===== config.mk =====
export PLATFORM = sky130hd
export DESIGN_NAME = puf_host_link
export DESIGN_NICKNAME = d
export VERILOG_FILES = /design/src/rtl/puf_host_link.sv
export SDC_FILE = /design/constraint.sdc
export NUM_CORES = 1
export LEC_CHECK = 0
export ABC_AREA = 0
export ABC_CLOCK_PERIOD_IN_PS = 4100
export BUFFER_PORTS_ARGS = -buffer_cell sky130_fd_sc_hd__buf_2
export CORE_UTILIZATION = 58
export CTS_BUF_LIST = sky130_fd_sc_hd__clkbuf_8
export CTS_CLUSTER_DIAMETER = 40
export DETAILED_ROUTE_END_ITERATION = 8
export PLACE_DENSITY_LB_ADDON = 0.1
export SLEW_MARGIN = 30
export SYNTH_ARGS = -nofsm -noshare
export SYNTH_HDL_FRONTEND = slang
export SYNTH_SLANG_ARGS = --single-unit

===== constraint.sdc =====
create_clock -name clk -period 4.1 [get_ports clk]
set_input_delay 0.82 -clock clk [delete_from_list [all_inputs] [get_ports clk]]
set_output_delay 0.82 -clock clk [all_outputs]
set_load 0.005 [all_outputs]

===== src/rtl/puf_host_link.sv =====
// puf_host_link: host-side bridge that shifts a challenge out to the PUF SoC and captures its response frame.
// Build option PUF_HOST_PARITY_EN adds o_resp_parity and flags odd-parity frames on o_error.
module puf_host_link #(
    parameter int REG_BIT_SIZE = 40,
    parameter int FRAM_SIZE    = 160,
    parameter int NORM_MOD     = 34,
    parameter int DEBUG_MOD    = 157,
    parameter int TIMEOUT_CYC  = 1024
) (
    input  logic                           clk,
    input  logic                           rst_n,
    input  logic                           i_start,
    input  logic                           i_op_mode,
    input  logic [REG_BIT_SIZE-1:0]        i_challenge,
    output logic                           o_busy,
    output logic                           o_done,
    output logic                           o_error,
    output logic [FRAM_SIZE-1:0]           o_resp_data,
    output logic [$clog2(FRAM_SIZE+1)-1:0] o_resp_len,
    output logic                           o_dut_rx_valid,
    output logic                           o_dut_rx_data,
    input  logic                           i_dut_rx_ready,
    output logic                           o_dut_tx_ready,
    input  logic                           i_dut_tx_valid,
    input  logic                           i_dut_tx_data
`ifdef PUF_HOST_PARITY_EN
    ,
    output logic                           o_resp_parity
`endif
);
    localparam int LW = $clog2(FRAM_SIZE + 1);
    localparam int CW = $clog2(REG_BIT_SIZE + FRAM_SIZE + 1);
    localparam int TW = $clog2(TIMEOUT_CYC + 2);

    typedef enum logic [1:0] {IDLE, SEND, RECV, DONE} state_t;

    state_t                  state_q;
    logic [REG_BIT_SIZE-1:0] sr_q;
    logic                    mode_q;
    logic [CW-1:0]           cnt_q;
    logic [TW-1:0]           tmo_q;
    logic [TW-1:0]           tmo_d;
    logic                    valid_q, ready_q, busy_q, done_q, err_q, par_q, par_d;
    logic [FRAM_SIZE-1:0]    data_q;
    logic [LW-1:0]           len_q;
    logic                    rx_xfer, tx_xfer, expire, last;

    assign rx_xfer = valid_q & i_dut_rx_ready;
    assign tx_xfer = ready_q & i_dut_tx_valid;
    assign last    = cnt_q == CW'(1);
    assign tmo_d   = tmo_q + TW'(1);
    // A transfer always beats expiry because the branches below test the transfer first.
    assign expire  = (TIMEOUT_CYC != 0) && (tmo_q == TW'(TIMEOUT_CYC - 1));
    assign par_d   = par_q ^ i_dut_tx_data;

    always_ff @(posedge clk) begin
        if (!rst_n) begin
            state_q <= IDLE;
            sr_q    <= '0;
            mode_q  <= 1'b0;
            cnt_q   <= '0;
            tmo_q   <= '0;
            valid_q <= 1'b0;
            ready_q <= 1'b0;
            busy_q  <= 1'b0;
            done_q  <= 1'b0;
            err_q   <= 1'b0;
            par_q   <= 1'b0;
            data_q  <= '0;
            len_q   <= '0;
        end else begin
            done_q <= 1'b0;
            case (state_q)
                IDLE: if (i_start) begin
                    sr_q    <= i_challenge;
                    mode_q  <= i_op_mode;
                    cnt_q   <= CW'(REG_BIT_SIZE);
                    tmo_q   <= '0;
                    data_q  <= '0;
                    len_q   <= '0;
                    err_q   <= 1'b0;
                    par_q   <= 1'b0;
                    valid_q <= 1'b1;
                    busy_q  <= 1'b1;
                    state_q <= SEND;
                end
                SEND: if (rx_xfer) begin
                    sr_q  <= sr_q << 1;
                    cnt_q <= cnt_q - CW'(1);
                    tmo_q <= '0;
                    if (last) begin
                        cnt_q   <= mode_q ? CW'(DEBUG_MOD) : CW'(NORM_MOD);
                        valid_q <= 1'b0;
                        ready_q <= 1'b1;
                        state_q <= RECV;
                    end
                end else if (expire) begin
                    err_q   <= 1'b1;
                    valid_q <= 1'b0;
                    done_q  <= 1'b1;
                    state_q <= DONE;
                end else begin
                    tmo_q <= tmo_d;
                end
                RECV: if (tx_xfer) begin
                    data_q <= {data_q[FRAM_SIZE-2:0], i_dut_tx_data};
                    len_q  <= len_q + LW'(1);
                    par_q  <= par_d;
                    cnt_q  <= cnt_q - CW'(1);
                    tmo_q  <= '0;
                    if (last) begin
`ifdef PUF_HOST_PARITY_EN
                        err_q   <= par_d;
`endif
                        ready_q <= 1'b0;
                        done_q  <= 1'b1;
                        state_q <= DONE;
                    end
                end else if (expire) begin
                    err_q   <= 1'b1;
                    ready_q <= 1'b0;
                    done_q  <= 1'b1;
                    state_q <= DONE;
                end else begin
                    tmo_q <= tmo_d;
                end
                DONE: begin
                    busy_q  <= 1'b0;
                    state_q <= IDLE;
                end
                default: state_q <= IDLE;
            endcase
        end
    end

    assign o_busy         = busy_q;
    assign o_done         = done_q;
    assign o_error        = err_q;
    assign o_resp_data    = data_q;
    assign o_resp_len     = len_q;
    assign o_dut_rx_valid = valid_q;
    assign o_dut_rx_data  = valid_q & sr_q[REG_BIT_SIZE-1];
    assign o_dut_tx_ready = ready_q;
`ifdef PUF_HOST_PARITY_EN
    assign o_resp_parity  = par_q;
`else
    logic unused_par;
    assign unused_par = par_q;
`endif
endmodule

==> results.sh, run 1 <==
export IMPL_nets=1387
export IMPL_crit_slowest_cell="nand2b_4"
export IMPL_syn_area_mm2=0.009578
export IMPL_clock_fmax_mhz=331.8
export IMPL_cts_root_buf="clkbuf_8"
export IMPL_drive_gt1_frac=0.2194
export IMPL_ff2ff_path_depth=7
export IMPL_insertion_delay_ns=0.52
export IMPL_die_area_mm2=0.01703
export IMPL_grt_pass1_wl_um=37470
export IMPL_post_cts_buffers=0
export IMPL_maxCapViolCount=0
export IMPL_wl_per_cell_um=15.04
export IMPL_path_clk_slew_ns=0.06
export IMPL_ys_warn_count=0
export IMPL_whs_endpoint="tmo_q[10]$_SDFFE_PN0P_"
export IMPL_finalCritPeriodShare=0.7352
export IMPL_relSlewSlack=0.4727
export IMPL_layout_common_cells="235 x dfxtp_1, 220 x buf_2, 183 x nand2_1"
export IMPL_postRouteAntennaNets=0
export IMPL_cpPeakStageDelay_ns=0.66
export IMPL_cts_buffers=39
export IMPL_cp_cell_sequence="inv_1 > ha_1 > mux2i_1 > nand2b_4 > buf_4 > nand2_1 > a21oi_1"
export IMPL_dp_worst_setup_slack_ns=1.079
export IMPL_async_flop_share=0
export IMPL_power_density_mw_per_mm2=435.2
export IMPL_drc=0
export IMPL_drtPass1Iterations=5
export IMPL_path_class="reg2reg"
export IMPL_htree_num_levels=2
export IMPL_syn_inst=1157
export IMPL_timing_hold_ws_ns=0.4536
export IMPL_fin_crit_ns=3.014
export IMPL_clock_sinks=235
export IMPL_area_growth_pct=19.49
export IMPL_start_kind="register"
export IMPL_worstPathArrival_ns=3.46
export IMPL_tightest_slew_ns=0.7893
export IMPL_synth_nets=1214
export IMPL_antenna_found_initial=0
export IMPL_ys_flop_type="dfxtp_1"
export IMPL_vdd_ir_drop_max_v=0.0002984
export IMPL_slew_violations=0
export IMPL_hp_start="tmo_q[10]$_SDFFE_PN0P_"
export IMPL_final_common_cell="dfxtp_1"
export IMPL_tritoncts="yes"
export IMPL_status="complete, no violations"
export IMPL_min_delay_path_depth=2
export IMPL_reg2reg_to="o_resp_data[8]$_SDFFE_PN0P_"
export IMPL_die_height_um=130.5
export IMPL_seq_area_frac_synth=0.4912
export IMPL_setup_slack_ns=1.086
export IMPL_core_mm2=0.01600
export IMPL_grt_pass1_vias=7610
export IMPL_synth_edf_count=0
export IMPL_syn_avg_cell_area_um2=8.278
export IMPL_power_mw=4.981
export IMPL_cp_max_fo=58
export IMPL_hp_class="reg2reg"
export IMPL_cts_hold_buf=0
export IMPL_reg2reg_slack_ns=1.09
export IMPL_start_util=0.5986
export IMPL_ys_types=61
export IMPL_dp_hpwl_um=14820
export IMPL_crit_required_ns=4.55
export IMPL_num_vias=8863
export IMPL_grt_use_total=0.2681
export IMPL_cts_resized=0
export IMPL_overflow=0
export IMPL_ys_ff_latch=235
export IMPL_rr_startpoint="state_q[0]$_SDFFE_PN0P_"
export IMPL_rsz0062_at_grt="no"
export IMPL_antenna_cells=0
export IMPL_clockBufferDepth=3
export IMPL_leakagePower_nw=4.581
export IMPL_rows=46
export IMPL_drt_iter0_drc=521
export IMPL_end_kind="register"
export IMPL_ios=221
export IMPL_fin_setup_tns_ns=0
export IMPL_setup_viol=0
export IMPL_via_per_inst=5.645
export IMPL_grt_max_degree=101
export IMPL_dieWidth_um=130.5
export IMPL_hold_viol=0
export IMPL_buffer_ports_inserted=220
export IMPL_drt_wl_total_um=23610
export IMPL_finalClockSkew_ns=0.01405
export IMPL_n_fill_cell=1371
export IMPL_globalplace_congestion=0.8322
==> flip-flops by register name (all words and copies together) (netlist names) <==
register,count
o_resp_data,160
sr_q,40
tmo_q,11
cnt_q,8
o_resp_len,8
state_q,2
mode_q,1
o_busy,1
o_done,1
o_dut_rx_valid,1
o_dut_tx_ready,1
o_error,1
==> report_power, final <==
part	switching (mW)	internal (mW)	leakage (nW)
registers	0.0611	2.37	1.90
clock network	0.888	1.06	0.433
logic	0.398	0.199	2.24
total	1.35	3.63	4.58
==> stage by stage <==
step                      instance area, µm²  utilization  instances
after global placement                 10700       0.6690       1505
after global routing                   11440       0.7153       1570
final                                  11440       0.7153       1570
after detailed placement               10700       0.6690       1505
after floorplan                         9578            -       1157
after CTS                              11440       0.7149       1570
==> cell families (layout without fill, tap and decap cells) <==
| group | count (synthesis) | in the layout | synth area share |
|---|---|---|---|
| AND/OR/NAND/NOR | 465 | 465 | 0.2205 |
| AO/OA/AOI/OAI | 286 | 286 | 0.1787 |
| flip-flops | 235 | 235 | 0.4912 |
| buffers and inverters | 112 | 309 | 0.04611 |
| multiplexers | 43 | 43 | 0.04494 |
| adder cells (fa/ha/maj) | 10 | 10 | 0.01306 |
| XOR/XNOR | 6 | 6 | 0.005487 |
==> layout make-up <==
cell class | instances | area [µm²] | share of cell area
clock buffer | 45 | 619.3 | 0.05412
tap | 216 | 270.3 | 0.02361
inverter | 13 | 53.80 | 0.004701
multi-input combinational | 810 | 4473 | 0.3908
timing repair buffer | 231 | 1209 | 0.1056
sequential | 235 | 4705 | 0.4111
clock inverter | 20 | 115.1 | 0.01006
==> per-layer routing <==
metal | vias to the layer above | GRT usage | part of all wire
li1 | 4432 | - | -
met1 | 4144 | 0.3540 | 0.43
met2 | 244 | 0.4255 | 0.48
met3 | 43 | 0.07451 | 0.072
met4 | 0 | 0.08452 | 0.019
met5 | - | 0 | 0
==> Yosys cell counts, drive strengths merged (3+ instances only) <==
master    n  area [µm²]
a211oi   42       315.3
a21boi    3       22.52
a21oi   178       890.9
a31oi     4       25.02
a32o      5       50.05
buf      21       100.1
clkbuf   78       292.8
dfxtp   235        4705
ha       10       125.1
inv      13       48.80
mux2i    43       430.4
nand2   183       686.9
nand2b    6       37.54
nand3   170       850.8
nand4     4       25.02
nor2     58       217.7
nor2b     4       32.53
nor3     11       55.05
nor3b     3       22.52
nor4      4       25.02
o21ai    18       90.09
o31ai     5       37.54
or3       5       31.28
or4       8       60.06
xnor2     5       43.79
==> worst max path at each step <==
stage / from / cells past startpoint / end
floorplan: state_q[0]$_SDFFE_PN0P_ / 9 / cnt_q[6]$_SDFFE_PN0P_
global placement: i_start / 6 / o_resp_data[141]$_SDFFE_PN0P_
detailed placement: i_start / 6 / o_resp_data[8]$_SDFFE_PN0P_
CTS: state_q[0]$_SDFFE_PN0P_ / 7 / o_resp_data[8]$_SDFFE_PN0P_
global route: state_q[0]$_SDFFE_PN0P_ / 7 / o_resp_data[8]$_SDFFE_PN0P_
finish: state_q[0]$_SDFFE_PN0P_ / 7 / o_resp_data[8]$_SDFFE_PN0P_
==> worst max-delay path, delay by kind of cell, from the launching register on <==
family	cells	cell delay, ns
AO/OA/AOI/OAI	1	0.16
AND/OR/NAND/NOR	2	0.79
multiplexers	1	0.64
buffers and inverters	2	0.62
flip-flops	1	0.35
adder cells (fa/ha/maj)	1	0.36
Power figures use the tool's default switching activity.
==> run 2: changes to the inputs <==
--- a/config.mk
+++ b/config.mk
@@ -6,9 +6,9 @@
 export NUM_CORES = 1
 export LEC_CHECK = 0
 export ABC_AREA = 0
-export ABC_CLOCK_PERIOD_IN_PS = 4100
+export ABC_CLOCK_PERIOD_IN_PS = 2500
 export BUFFER_PORTS_ARGS = -buffer_cell sky130_fd_sc_hd__buf_2
-export CORE_UTILIZATION = 58
+export CORE_UTILIZATION = 50
 export CTS_BUF_LIST = sky130_fd_sc_hd__clkbuf_8
 export CTS_CLUSTER_DIAMETER = 40
 export DETAILED_ROUTE_END_ITERATION = 8
==> constraint.sdc (replaced) <==
create_clock -name clk -period 2.5 [get_ports clk]
set_input_delay 0.5 -clock clk [delete_from_list [all_inputs] [get_ports clk]]
set_output_delay 0.5 -clock clk [all_outputs]
set_load 0.005 [all_outputs]
==> run 2 against run 1 <==
  * Clock skew grew 0.0094 ns
  * Fmax grew 32%
  * Sequential power up 64%
  * Setup slack got worse by 0.88 ns
  * Register-to-register slack lost 0.88 ns
  * Critical path depth shrank 1
  * Design area rose by 1.7%
  * Clock-buffer cell count grew 2
  * Hold slack got worse by 0.22 ns
  * Critical path type unchanged
  * Critical endpoint is now cnt_q[6]$_SDFFE_PN0P_
  * Largest cell class unchanged
  * Largest power group unchanged
==> results.sh, run 2 (synthesis results as in run 1) <==
export IMPL_rsz0062_at_grt="no"
export IMPL_hold_viol=0
export IMPL_maxCapViolCount=0
export IMPL_start_kind="register"
export IMPL_relSlewSlack=0.4545
export IMPL_hp_class="in2reg"
export IMPL_overflow=0
export IMPL_fin_setup_tns_ns=0
export IMPL_slew_violations=0
export IMPL_path_clk_slew_ns=0.06
export IMPL_antenna_found_initial=0
export IMPL_drc=0
export IMPL_wl_per_cell_um=15.29
export IMPL_status="complete, no violations"
export IMPL_core_mm2=0.01877
export IMPL_worstPathArrival_ns=2.76
export IMPL_antenna_cells=0
export IMPL_clock_sinks=235
export IMPL_nets=1402
export IMPL_grt_use_total=0.2428
export IMPL_dp_hpwl_um=14980
export IMPL_grt_pass1_wl_um=39990
export IMPL_tightest_slew_ns=0.8182
export IMPL_layout_common_cells="235 x dfxtp_1, 220 x buf_2, 183 x nand2_1"
export IMPL_largest_reg_flops=160
export IMPL_die_height_um=140.4
export IMPL_grt_pass1_vias=8060
export IMPL_cts_root_buf="clkbuf_8"
export IMPL_final_common_cell="dfxtp_1"
export IMPL_drt_iter0_drc=660
export IMPL_power_density_mw_per_mm2=718.3
export IMPL_area_growth_pct=21.46
export IMPL_path_class="reg2reg"
export IMPL_cts_hold_buf=0
export IMPL_dieWidth_um=140.4
export IMPL_grt_max_degree=172
export IMPL_setup_viol=0
export IMPL_drtPass1Iterations=5
export IMPL_n_fill_cell=1708
export IMPL_tritoncts="yes"
export IMPL_finalClockSkew_ns=0.02345
export IMPL_post_cts_buffers=0
export IMPL_die_area_mm2=0.01971
export IMPL_start_util=0.5103
export IMPL_cts_buffers=42
export IMPL_leakagePower_nw=4.659
export IMPL_vdd_ir_drop_max_v=0.0004863
export IMPL_drive_gt1_frac=0.2255
export IMPL_postRouteAntennaNets=0
export IMPL_num_vias=8866
export IMPL_insertion_delay_ns=0.53
export IMPL_cts_resized=0
export IMPL_via_per_inst=5.541
export IMPL_cp_max_fo=9
export IMPL_end_kind="register"
export IMPL_power_mw=8.357
export IMPL_ios=221
export IMPL_finalCritPeriodShare=0.9168
export IMPL_fin_crit_ns=2.292
export IMPL_rows=50
export IMPL_clockBufferDepth=3
export IMPL_drt_wl_total_um=24470
export IMPL_clock_fmax_mhz=436.3
export IMPL_crit_required_ns=2.96
export IMPL_globalplace_congestion=0.8881
export IMPL_reg2reg_slack_ns=0.21
export IMPL_buffer_ports_inserted=220
export IMPL_htree_num_levels=2
-- run 2: cell count changes in the layout (fill, tap and decap cells not counted) --
cell	delta
buf_12	+5
nor4_2	-1
clkinvlp_4	+1
nor4_1	+1
clkinv_2	-3
buf_4	+7
clkbuf_8	+2
-- run 2: worst paths after layout --
path,from,to,depth (start not counted)
setup / recovery,state_q[0]$_SDFFE_PN0P_,cnt_q[6]$_SDFFE_PN0P_,6
hold / removal,i_dut_tx_data,o_resp_data[0]$_SDFFE_PN0P_,3
setup reg to reg,state_q[0]$_SDFFE_PN0P_,cnt_q[6]$_SDFFE_PN0P_,6
hold reg to reg,o_resp_data[159]$_SDFFE_PN0P_,o_resp_data[159]$_SDFFE_PN0P_,2
-- run 2: metrics by stage --
stage / area (µm²) / hold WS (ns) / std cells / utilization / setup WS, ns
6_report: 11630 / 0.2331 / 1600 / 0.6199 / 0.2080
5_1_grt: 11630 / 0.2315 / 1600 / 0.6199 / 0.04804
3_3_place_gp: 10880 / 0.4393 / 1535 / 0.5797 / 0.2738
2_1_floorplan: 9578 / 0.4187 / 1157 / - / 0.1731
4_1_cts: 11630 / 0.2026 / 1600 / 0.6199 / 0.2308
3_5_place_dp: 10880 / 0.4469 / 1535 / 0.5797 / 0.2452
-- run 2: final cells by class --
cell class,count,area [µm²],area share
Sequential cell,235,4705,0.4044
Multi-Input combinational cell,810,4467,0.3840
Clock buffer,47,646.9,0.05560
Timing Repair Buffer,243,1361,0.1170
Tap cell,234,292.8,0.02517
Inverter,13,53.80,0.004625
Clock inverter,18,107.6,0.009249
-- run 2: metal layers --
metal	track usage	wire, µm
met1	0.3209	10920
met3	0.06769	1778
met5	0	0
met2	0.3750	11090
met4	0.09485	688
-- run 2: power by group --
group / switching (mW) / total [mW] / leakage [nW] / internal (mW)
Sequential: 0.0900 / 3.98 / 1.90 / 3.89
Clock: 1.51 / 3.32 / 0.435 / 1.80
Combinational: 0.677 / 1.06 / 2.32 / 0.380
Total: 2.28 / 8.36 / 4.66 / 6.08
-- run 2: critical path: stages (launching register included) --
cell and delay, ns:
dfxtp_1 0.42, inv_1 0.15, ha_4 0.22, a21boi_1 0.15, or4_1 0.60, or4_1 0.53
a21oi_1 0.14
==> run 3: changes to the inputs <==
--- a/config.mk
+++ b/config.mk
@@ -12,7 +12,8 @@
 export CTS_BUF_LIST = sky130_fd_sc_hd__clkbuf_8
 export CTS_CLUSTER_DIAMETER = 40
 export DETAILED_ROUTE_END_ITERATION = 8
-export PLACE_DENSITY_LB_ADDON = 0.1
+export PLACE_DENSITY = 0.75
+export RECOVER_POWER = 25
 export SLEW_MARGIN = 30
 export SYNTH_ARGS = -nofsm -noshare
 export SYNTH_HDL_FRONTEND = slang
==> constraint.sdc (replaced) <==
create_clock -name clk -period 2.5 [get_ports clk]
set_input_delay 0.5 -clock clk [delete_from_list [all_inputs] [get_ports clk]]
set_output_delay 0.5 -clock clk [all_outputs]
set_load 0.02 [all_outputs]
==> run 3 against run 2 <==
  * Setup slack hardly changed
  * First-iteration DRC count is 12% lower
  * Power is 0.29% lower
  * Critical path depth stayed put
  * Highest routed layer unchanged
  * Cell count is 0.50% higher
  * Routed wire length is 0.29% higher
  * Core utilization is 0.37 points lower
  * Sequential power hardly changed
==> results.sh, run 3 (synthesis results as in run 1) <==
export IMPL_dp_cells=1542
export IMPL_cts_buffers=40
export IMPL_drt_iter0_drc=579
export IMPL_power_frac_seq=0.478
export IMPL_clockBufferDepth=3
export IMPL_tritoncts="yes"
export IMPL_setup_viol=0
export IMPL_fin_setup_tns_ns=0
export IMPL_finalCritPeriodShare=0.9169
export IMPL_dieWidth_um=140.4
export IMPL_nets=1407
export IMPL_core_mm2=0.01877
export IMPL_htree_num_levels=2
export IMPL_vdd_ir_drop_max_v=0.0005013
export IMPL_path_class="reg2reg"
export IMPL_slew_violations=0
export IMPL_dp_hpwl_um=15850
export IMPL_multi_input_area_mm2=0.004467
export IMPL_die_height_um=140.4
export IMPL_crit_required_ns=2.94
export IMPL_finalNonFillerCells=1608
export IMPL_grt_use_total=0.2433
export IMPL_wl_per_cell_um=15.26
export IMPL_rr_startpoint="state_q[0]$_SDFFE_PN0P_"
export IMPL_post_cts_buffers=0
export IMPL_start_kind="register"
export IMPL_drive_gt1_frac=0.1579
export IMPL_antenna_found_initial=0
export IMPL_insertion_delay_ns=0.53
export IMPL_maxCapViolCount=0
export IMPL_area_growth_pct=20.73
export IMPL_dp_worst_setup_slack_ns=0.1478
export IMPL_final_common_cell="dfxtp_1"
export IMPL_reg2reg_slack_ns=0.21
export IMPL_hp_start="i_dut_tx_data"
export IMPL_postRouteAntennaNets=0
export IMPL_clkPwrFrac=0.391
export IMPL_overflow=0
export IMPL_leakagePower_nw=4.254
export IMPL_ios=221
export IMPL_pwr_share_comb=0.131
export IMPL_hp_class="in2reg"
export IMPL_grt_max_degree=92
export IMPL_worstPathArrival_ns=2.73
export IMPL_timing_hold_ws_ns=0.2503
export IMPL_via_per_inst=5.604
export IMPL_cts_root_buf="clkbuf_8"
export IMPL_drt_wl_total_um=24540
export IMPL_tightest_slew_ns=0.8228
export IMPL_cp_max_fo=8
export IMPL_setup_slack_ns=0.2076
export IMPL_buffer_ports_inserted=220
export IMPL_n_fill_cell=1719
export IMPL_sw_frac_of_total=0.2717
export IMPL_clock_fmax_mhz=436.2
export IMPL_grt_pass1_wl_um=40130
export IMPL_regArea_mm2=0.004705
export IMPL_path_clk_slew_ns=0.06
export IMPL_p_sw_mw=2.264
export IMPL_num_vias=9011
export IMPL_power_mw=8.333
export IMPL_clock_sinks=235
export IMPL_startpoint="state_q[0]$_SDFFE_PN0P_"
export IMPL_die_area_mm2=0.01971
export IMPL_start_util=0.5103
export IMPL_fin_util=0.6161
export IMPL_rsz0062_at_grt="no"
export IMPL_fin_area_mm2=0.01156
export IMPL_drc=0
export IMPL_finalClockSkew_ns=0.02174
export IMPL_grt_pass1_vias=8121
export IMPL_p_int_mw=6.069
export IMPL_drtPass1Iterations=5
export IMPL_power_density_mw_per_mm2=720.6
export IMPL_relSlewSlack=0.4515
export IMPL_fin_crit_ns=2.292
export IMPL_rows=50
export IMPL_antenna_cells=0
export IMPL_globalplace_congestion=0.8012
export IMPL_hold_viol=0
export IMPL_place_area_mm2=0.01093
export IMPL_status="complete, no violations"
export IMPL_layout_common_cells="235 x dfxtp_1, 183 x nand2_1, 178 x a21oi_1"
export IMPL_end_kind="register"
export IMPL_largest_reg_flops=160
==> run 3: per-layer routing <==
metal / wire length [µm] / track usage / vias up
met5: 0 / 0 / -
li1: - / - / 4485
met3: 1547 / 0.06325 / 55
met4: 879 / 0.1122 / 0
met1: 10970 / 0.3215 / 4200
met2: 11150 / 0.3716 / 271
==> run 3: power by group through the flow <==
stage	clock (mW)	combinational, mW	sequential, mW
after floorplan	0	0.783	4.04
after global placement	0	1.07	4.05
after detailed placement	0	1.08	4.06
after CTS	3.35	1.09	3.98
after global routing	3.51	1.20	4.00
final	3.26	1.09	3.98
==> run 3: critical path, cell delays in order (launching register included) <==
cell,delay (ns)
dfxtp_1,0.41
inv_1,0.15
ha_4,0.22
a21boi_1,0.15
or4_1,0.62
or4_1,0.53
a21oi_1,0.14
==> run 3: worst paths after layout <==
path / cells after the start / to
setup / recovery: 6 / cnt_q[6]$_SDFFE_PN0P_
hold / removal: 3 / o_resp_data[0]$_SDFFE_PN0P_
setup reg to reg: 6 / cnt_q[6]$_SDFFE_PN0P_
hold reg to reg: 2 / tmo_q[10]$_SDFFE_PN0P_
==> run 3: area by class of cell <==
| type | instances | area share |
|---|---|---|
| Clock buffer | 46 | 0.05475 |
| Clock inverter | 20 | 0.01039 |
| Inverter | 13 | 0.004653 |
| Multi-Input combinational cell | 810 | 0.3863 |
| Sequential cell | 235 | 0.4068 |
| Tap cell | 234 | 0.02532 |
| Timing Repair Buffer | 250 | 0.1118 |
==> run 3: timing repair <==
item                                    4_1_cts  5_1_grt
gates resized for setup                       0        1
endpoints found under the hold margin         0        0
endpoints found under the setup margin        0       13
hold buffers                                  0        0
